## src/rtl/ready_gen_if.sv

```systemverilog
//------------------------------------------------------------------------------
// ready_gen_if
//
// Purpose : Groups the bus-cycle and handshake signals between the FSB side
//           (bus-cycle block, region decoder, refresh timer, I/O bridge) and
//           the wait-state / Ready generator.
//
// Signals :
//   BACT      - bus cycle active from FSB (level, high for the whole cycle)
//   RAMCS     - RAM region select, valid while BACT
//   ROMCS     - ROM region select, valid while BACT
//   IOCS      - I/O region select (selects are mutually exclusive)
//   RefReq    - refresh request pulse from refresh timer
//   IODone    - I/O bridge completion, FCLK-synchronous level
//   Ready     - to FSB; high allows DTACK
//   IOREQ     - I/O access request to bridge
//   RefActive - refresh in progress (RAS-only strobe enable)
//   RefAck    - one-cycle pulse after refresh completes
//   IOTimeout - one-cycle pulse on I/O timeout
//
// Modports:
//   master - the FSB / environment side (drives selects and requests)
//   slave  - the ready_gen side (drives Ready and the status outputs)
//------------------------------------------------------------------------------
`timescale 1ns/1ps

interface ready_gen_if;
    logic BACT;
    logic RAMCS;
    logic ROMCS;
    logic IOCS;
    logic RefReq;
    logic IODone;
    logic Ready;
    logic IOREQ;
    logic RefActive;
    logic RefAck;
    logic IOTimeout;

    modport master (
        output BACT,
        output RAMCS,
        output ROMCS,
        output IOCS,
        output RefReq,
        output IODone,
        input  Ready,
        input  IOREQ,
        input  RefActive,
        input  RefAck,
        input  IOTimeout
    );

    modport slave (
        input  BACT,
        input  RAMCS,
        input  ROMCS,
        input  IOCS,
        input  RefReq,
        input  IODone,
        output Ready,
        output IOREQ,
        output RefActive,
        output RefAck,
        output IOTimeout
    );
endinterface

```

## src/rtl/ready_gen.sv

```systemverilog
//------------------------------------------------------------------------------
// ready_gen
//
// Purpose : Wait-state and Ready generator for the FSB bus-cycle block.
//           Holds Ready low for the programmed RAM/ROM wait states, for a
//           refresh in progress, or until the I/O bridge reports completion.
//           Refresh requests are latched and the refresh is run only in an
//           IDLE cycle with no bus cycle active, so CPU accesses always win.
//
// Parameters:
//   RAM_WS  - RAM wait states (FCLK periods Ready held low), 0..15
//   ROM_WS  - ROM wait states, 0..15
//   REF_CYC - refresh duration in FCLK periods, 1..15
//   IO_TO   - I/O timeout in FCLK periods, 1..255 (IO_TIMEOUT_EN only)
//
// Ports:
//   FCLK - sole clock, all logic on the rising edge
//   nRES - synchronous active-low reset
//   bus  - ready_gen_if.slave: BACT/RAMCS/ROMCS/IOCS/RefReq/IODone in,
//          Ready/IOREQ/RefActive/RefAck/IOTimeout out
//
// Build option:
//   IO_TIMEOUT_EN - when defined, an I/O access that sees no IODone for IO_TO
//                   IOW cycles is completed anyway (Ready high) and IOTimeout
//                   pulses. When undefined, IOW waits indefinitely and
//                   IOTimeout is tied low.
//------------------------------------------------------------------------------
`timescale 1ns/1ps

module ready_gen #(
    parameter int RAM_WS  = 1,
    parameter int ROM_WS  = 2,
    parameter int REF_CYC = 3,
    parameter int IO_TO   = 255
) (
    input  logic        FCLK,
    input  logic        nRES,
    ready_gen_if.slave  bus
);

    typedef enum logic [2:0] {
        IDLE = 3'd0,
        CNT  = 3'd1,
        REF  = 3'd2,
        IOW  = 3'd3,
        HOLD = 3'd4
    } state_t;

    // Cycle 0 (in IDLE) is already the first low period, and the last low
    // period is the CNT cycle that sees cnt==0, hence the "- 2".
    localparam logic [3:0] RAM_CNT_INIT = (RAM_WS >= 2) ? 4'(RAM_WS - 2) : 4'd0;
    localparam logic [3:0] ROM_CNT_INIT = (ROM_WS >= 2) ? 4'(ROM_WS - 2) : 4'd0;
    localparam logic [3:0] REF_CNT_INIT = 4'(REF_CYC - 1);
    localparam logic       RAM_HAS_WS   = (RAM_WS != 0);
    localparam logic       ROM_HAS_WS   = (ROM_WS != 0);
    localparam logic       RAM_SHORT    = (RAM_WS <= 1);
    localparam logic       ROM_SHORT    = (ROM_WS <= 1);

    state_t     state_q, state_d;
    logic [3:0] cnt_q, cnt_d;
    logic       refpend_q, refpend_d;
    logic       ioreq_q, ioreq_d;
    logic       refack_q, refack_d;
    logic       idle_ready;
    logic       ready_dec;

`ifdef IO_TIMEOUT_EN
    localparam logic [7:0] TO_LAST = 8'(IO_TO - 1);

    logic [7:0] to_cnt_q, to_cnt_d;
    logic       iotmo_q, iotmo_d;
`endif

    // Ready must be valid in cycle 0 of an access, before any register has
    // seen BACT, so the IDLE value is decoded straight from the selects.
    assign idle_ready = !((bus.RAMCS && RAM_HAS_WS) ||
                          (bus.ROMCS && ROM_HAS_WS) ||
                          bus.IOCS);

    //--------------------------------------------------------------------------
    // State register
    //--------------------------------------------------------------------------
    always_ff @(posedge FCLK) begin
        if (!nRES) begin
            state_q   <= IDLE;
            cnt_q     <= 4'd0;
            refpend_q <= 1'b0;
            ioreq_q   <= 1'b0;
            refack_q  <= 1'b0;
        end else begin
            state_q   <= state_d;
            cnt_q     <= cnt_d;
            refpend_q <= refpend_d;
            ioreq_q   <= ioreq_d;
            refack_q  <= refack_d;
        end
    end

    //--------------------------------------------------------------------------
    // Next-state logic
    //--------------------------------------------------------------------------
    always_comb begin
        state_d   = state_q;
        cnt_d     = cnt_q;
        ioreq_d   = ioreq_q;
        refack_d  = 1'b0;
        // Requests arriving while one is already pending merge into it.
        refpend_d = refpend_q | bus.RefReq;
`ifdef IO_TIMEOUT_EN
        iotmo_d   = 1'b0;
`endif

        case (state_q)
            IDLE: begin
                // Any active bus cycle beats a pending refresh.
                if (bus.BACT && bus.IOCS) begin
                    state_d = IOW;
                    ioreq_d = 1'b1;
                end else if (bus.BACT && bus.RAMCS) begin
                    if (RAM_SHORT) begin
                        state_d = HOLD;
                    end else begin
                        state_d = CNT;
                        cnt_d   = RAM_CNT_INIT;
                    end
                end else if (bus.BACT && bus.ROMCS) begin
                    if (ROM_SHORT) begin
                        state_d = HOLD;
                    end else begin
                        state_d = CNT;
                        cnt_d   = ROM_CNT_INIT;
                    end
                end else if (bus.BACT) begin
                    state_d = HOLD;
                end else if (refpend_q) begin
                    state_d   = REF;
                    cnt_d     = REF_CNT_INIT;
                    // Entering REF consumes the pending request; a request
                    // on this very edge starts a new one.
                    refpend_d = bus.RefReq;
                end
            end

            CNT: begin
                if (!bus.BACT) begin
                    state_d = IDLE;
                end else if (cnt_q == 4'd0) begin
                    state_d = HOLD;
                end else begin
                    cnt_d = cnt_q - 4'd1;
                end
            end

            REF: begin
                // BACT is ignored here; IDLE picks the access up afterwards
                // because it is level-sensitive.
                if (cnt_q == 4'd0) begin
                    state_d  = IDLE;
                    refack_d = 1'b1;
                end else begin
                    cnt_d = cnt_q - 4'd1;
                end
            end

            IOW: begin
                if (!bus.BACT) begin
                    state_d = IDLE;
                    ioreq_d = 1'b0;
                end else if (bus.IODone) begin
                    state_d = HOLD;
                    ioreq_d = 1'b0;
                end
`ifdef IO_TIMEOUT_EN
                else if (to_cnt_q == TO_LAST) begin
                    state_d = HOLD;
                    ioreq_d = 1'b0;
                    iotmo_d = 1'b1;
                end
`endif
            end

            HOLD: begin
                if (!bus.BACT) begin
                    state_d = IDLE;
                end
            end

            default: begin
                state_d = IDLE;
                ioreq_d = 1'b0;
            end
        endcase
    end

`ifdef IO_TIMEOUT_EN
    //--------------------------------------------------------------------------
    // I/O timeout counter: zero outside IOW, so it is cleared on IOW entry and
    // counts the IOW cycles seen so far.
    //--------------------------------------------------------------------------
    always_comb begin
        to_cnt_d = 8'd0;
        if (state_q == IOW) begin
            to_cnt_d = to_cnt_q + 8'd1;
        end
    end

    always_ff @(posedge FCLK) begin
        if (!nRES) begin
            to_cnt_q <= 8'd0;
            iotmo_q  <= 1'b0;
        end else begin
            to_cnt_q <= to_cnt_d;
            iotmo_q  <= iotmo_d;
        end
    end

    assign bus.IOTimeout = iotmo_q;
`else
    logic unused_io_to;

    assign unused_io_to  = (IO_TO != 0);
    assign bus.IOTimeout = 1'b0;
`endif

    //--------------------------------------------------------------------------
    // Output decode
    //--------------------------------------------------------------------------
    always_comb begin
        ready_dec = 1'b0;
        case (state_q)
            IDLE:    ready_dec = idle_ready;
            HOLD:    ready_dec = 1'b1;
            default: ready_dec = 1'b0;
        endcase
    end

    assign bus.Ready     = ready_dec;
    assign bus.IOREQ     = ioreq_q;
    assign bus.RefActive = (state_q == REF);
    assign bus.RefAck    = refack_q;

endmodule

```

## src/flat_wrapper.sv

```systemverilog
// flat-port wrapper written by rule: the top's interface ports become plain ports
module ready_gen_flat 
#(
    parameter int RAM_WS  = 1,
    parameter int ROM_WS  = 2,
    parameter int REF_CYC = 3,
    parameter int IO_TO   = 255
)
  (FCLK, nRES, bus_BACT, bus_RAMCS, bus_ROMCS, bus_IOCS, bus_RefReq, bus_IODone, bus_Ready, bus_IOREQ, bus_RefActive, bus_RefAck, bus_IOTimeout);
  ready_gen_if bus_i ();
  input  logic FCLK;
  input  logic nRES;
  input wire logic [$bits(bus_i.BACT)-1:0] bus_BACT;
  input wire logic [$bits(bus_i.RAMCS)-1:0] bus_RAMCS;
  input wire logic [$bits(bus_i.ROMCS)-1:0] bus_ROMCS;
  input wire logic [$bits(bus_i.IOCS)-1:0] bus_IOCS;
  input wire logic [$bits(bus_i.RefReq)-1:0] bus_RefReq;
  input wire logic [$bits(bus_i.IODone)-1:0] bus_IODone;
  output wire logic [$bits(bus_i.Ready)-1:0] bus_Ready;
  output wire logic [$bits(bus_i.IOREQ)-1:0] bus_IOREQ;
  output wire logic [$bits(bus_i.RefActive)-1:0] bus_RefActive;
  output wire logic [$bits(bus_i.RefAck)-1:0] bus_RefAck;
  output wire logic [$bits(bus_i.IOTimeout)-1:0] bus_IOTimeout;
  assign bus_i.BACT = bus_BACT;
  assign bus_i.RAMCS = bus_RAMCS;
  assign bus_i.ROMCS = bus_ROMCS;
  assign bus_i.IOCS = bus_IOCS;
  assign bus_i.RefReq = bus_RefReq;
  assign bus_i.IODone = bus_IODone;
  assign bus_Ready = bus_i.Ready;
  assign bus_IOREQ = bus_i.IOREQ;
  assign bus_RefActive = bus_i.RefActive;
  assign bus_RefAck = bus_i.RefAck;
  assign bus_IOTimeout = bus_i.IOTimeout;
  ready_gen #(.RAM_WS(RAM_WS), .ROM_WS(ROM_WS), .REF_CYC(REF_CYC), .IO_TO(IO_TO)) u_core (.FCLK(FCLK), .nRES(nRES), .bus(bus_i));
endmodule
```

## config.mk

```make
export PLATFORM = sky130hd
export DESIGN_NAME = ready_gen_flat
export DESIGN_NICKNAME = d
export VERILOG_FILES = /design/src/rtl/ready_gen_if.sv /design/src/rtl/ready_gen.sv /design/src/flat_wrapper.sv
export SDC_FILE = /design/constraint.sdc
export NUM_CORES = 1
export LEC_CHECK = 0
export ABC_CLOCK_PERIOD_IN_PS = 2500
export CAP_MARGIN = 10
export CORE_MARGIN = 5
export CORE_UTILIZATION = 50
export DETAILED_ROUTE_END_ITERATION = 8
export GPL_TIMING_DRIVEN = 0
export PLACE_DENSITY = 0.82
export SYNTH_ARGS = -nofsm -noshare
export SYNTH_HDL_FRONTEND = slang
export SYNTH_SLANG_ARGS = --single-unit
```

## constraint.sdc

```tcl
create_clock -name FCLK -period 2.5 [get_ports FCLK]
set_input_delay 0.375 -clock FCLK [delete_from_list [all_inputs] [get_ports FCLK]]
set_output_delay 0.375 -clock FCLK [all_outputs]
set_load 0.005 [all_outputs]
```

==> impl_metrics.csv <==
group,metric,value,unit
synth,netlist_area,691.9,um2
timing,worst_pin_slew,527.8,ps
clocking,postCtsSetupBuffers,0,
worst_hold_path,hold_class,"register to register",
clocking,htreeDepth,1,
synth,ys_types,37,
grt,grt_usage,18.19,%
route,drtIter0Drc,22,
placed_design,gp_congestion,0.8401,
layout,fin_nets,110,
route,wl_per_cell,13.37,um
synth,synth_edf_count,0,
floorplan,die_w,47.20,um
clocking,clk_latency,260,ps
floorplan,die_h,47.20,um
timing,setup_tns,0,ps
synth,synth.most_common_cell,"dfxtp_1",
layout,syn2layout_area_growth,21.88,%
synth,avgSynthCellArea,8.140,um2
run_status,status,"finished, final reports clean",
placed_design,dp_hpwl,1.193,mm
layout,diodes,0,
clocking,clk_path_buf_depth,2,
timing,finalCritPeriodShare,86.83,%
synth,synthCells,85,
route,ant_nets,0,
power_and_ir_drop,p_switching,0.2368,mW
route,via_per_inst,5.930,
grt,grt_max_degree,11,
floorplan,die_area,0.002228,mm2
route,drt_wl_total,1.524,mm
synth,synth_top_area_share,28.93,%
grt,grt.overflow.total,0,
synth,ys_seq_area_share,28.93,%
layout,drive_gt1_share,10.10,%
grt,grt_first_pass_wirelength,2.884,mm
synth,synth_common_cells,"dfxtp_1 (10), a21oi_1 (8), inv_1 (7), nand2_1 (6), nor3_1 (6)",
power_and_ir_drop,internal_power,0.4022,mW
clocking,hold_buffers,0,
critical_path,crit_type,"register to output port",
floorplan,ioPinCount,13,
floorplan,rows,13,
clocking,cts_tree,"yes",
clocking,path_clk_slew,60,ps
route,drt_pass1_iterations,4,
synth,yosys_warnings,0,
power_and_ir_drop,combPwrFrac,49.1,%
synth,ys_ff_latch,10,
timing,fin_hold_ws,486.9,ps
run,maxCapViolCount,0,
route,drc_errors,0,
clocking,cts_inserted_buffers,3,
critical_path,crit_required,2120,ps
critical_path,start_kind,"register",
power_and_ir_drop,power_density,757.7,mW/mm2
timing,min_period,2171,ps
route,via_count,676,
grt,antenna_found_initial,0,
synth,ys.flop_type,"dfxtp_1",
timing,hold_violations,0,
power_and_ir_drop,p_seq_share,33.7,%
timing,fin_worst_skew,4.359,ps
power_and_ir_drop,p_leak,0.3245,nW
critical_path,cp-end-kind,"output port",
synth,yosysTopAreaCell,"dfxtp_1",
timing,fin_ws,329.3,ps
power_and_ir_drop,p_sw_share,37.06,%
timing,slew_headroom,64.33,%
timing,setup_viol,0,
critical_path,cp_max_fo,10,
timing,fmax,0.4607,GHz
placed_design,post-place-ws,369.0,ps
floorplan,start_util,53.17,%
timing,final_max_slew_viol_count,0,
placed_design,portBuffers,11,
critical_path,crit_chain,"clkbuf_1 > o21a_1 > clkdlybuf4s50_1",
critical_path,cp.arrival,1800,ps
critical_path,cp_slowest_stage_delay,500,ps
critical_path,slowest_stage,"clkdlybuf4s50_1",
synth,async_reset_ff_share,0,%
clocking,root_buffer,"clkbuf_4",
synth,synth_area_leaders,"dfxtp_1 (29%), a21oi_1 (5.8%), nor3_1 (4.3%)",
power_and_ir_drop,irDropWorstVdd,430.1,uV
timing,rsz0062_at_grt,"false",
clocking,cts.sinks,10,
synth,syn-num-nets,94,
floorplan,core,0.001301,mm2
power_and_ir_drop,power_frac_clock,17.1,%
clocking,post_cts_resized,0,
grt,grt_pass1_vias,673,
## state kept, by name, indices dropped and copies added (netlist names)
register	cells
u_core.cnt_q	4
u_core.state_q	3
u_core.bus.IOREQ	1
u_core.bus.RefAck	1
u_core.refpend_q	1
## path summary, 6_finish.rpt
path                                        start                 to  slack, ps  cells after the start
worst max-delay path            u_core.state_q[2]          bus_Ready        330                      3
worst min-delay path              u_core.cnt_q[0]    u_core.cnt_q[0]        490                      2
worst max register to register    u_core.cnt_q[0]  u_core.state_q[0]        770                      6
worst min register to register    u_core.cnt_q[0]    u_core.cnt_q[0]        490                      2
## cell families after synthesis
logic type                 count (synthesis)  synth area share [%]
and+or+nand+nor                           33                 28.21
AOI/OAI and AO/OA                         25                 27.49
buffers and inverters                     12                 8.859
DFF                                       10                 28.93
muxes                                      2                 2.893
adders and majority gates                  1                 1.808
other                                      1                0.5420
xor gates and xnor gates                   1                 1.266
## stage by stage
step / cells / util, % / power [mW] / cell area, um2
CTS: 114 / 64.81 / 0.6418 / 843.3
global route: 114 / 64.81 / 0.6961 / 843.3
detailed placement: 111 / 63.08 / 0.5327 / 820.8
floorplan: 85 / - / 0.4433 / 691.9
finish: 114 / 64.81 / 0.6390 / 843.3
global placement: 111 / 63.08 / 0.5255 / 820.8
## final cells by class
class,count,area (um2)
Sequential cell,10,200.2
Inverter,7,26.28
Multi-Input combinational cell,63,430.4
Clock buffer,3,22.52
Timing Repair Buffer,11,110.1
Tap cell,15,18.77
Fill cell,129,457.9
Buffer,5,35.03
## per-layer routing
layer	wire length [um]	GRT usage [%]
met5	0	0
met4	30	8.287
met3	88	2.299
met2	713	30.89
met1	691	22.68
## worst max-delay path: cells and delay by family (launching register included)
kind | cells | cell delay [ps]
DFF | 1 | 470
buffers and inverters | 2 | 880
AOI/OAI and AO/OA | 1 | 190
## layout by cell type (no fill, tap or decap), types with 2 or more instances in the layout
| cell type | Yosys | layout |
|---|---|---|
| o21ai_1 | 2 | 2 |
| nor3_1 | 6 | 6 |
| clkdlybuf4s50_1 | 0 | 11 |
| dfxtp_1 | 10 | 10 |
| nand3_1 | 3 | 3 |
| nor3b_1 | 2 | 2 |
| o2111ai_1 | 3 | 3 |
| nand2_1 | 6 | 6 |
| a21oi_1 | 8 | 8 |
| a311oi_1 | 2 | 2 |
| nor2b_1 | 2 | 2 |
| nor2_1 | 5 | 5 |
| or3_1 | 2 | 2 |
| mux2i_1 | 2 | 2 |
| nor4bb_1 | 2 | 2 |
| buf_4 | 2 | 2 |
| inv_1 | 7 | 7 |
| clkbuf_4 | 0 | 3 |
## power by group through the flow
stage          sequential (mW)  combinational (mW)  clock (mW)
2_1_floorplan            0.215               0.229           0
3_3_place_gp             0.217               0.309           0
3_5_place_dp             0.219               0.314           0
4_1_cts                  0.215               0.315       0.111
5_1_grt                  0.221               0.352       0.122
6_report                 0.215               0.314       0.109
No activity file was read; power rests on OpenSTA's default activity.
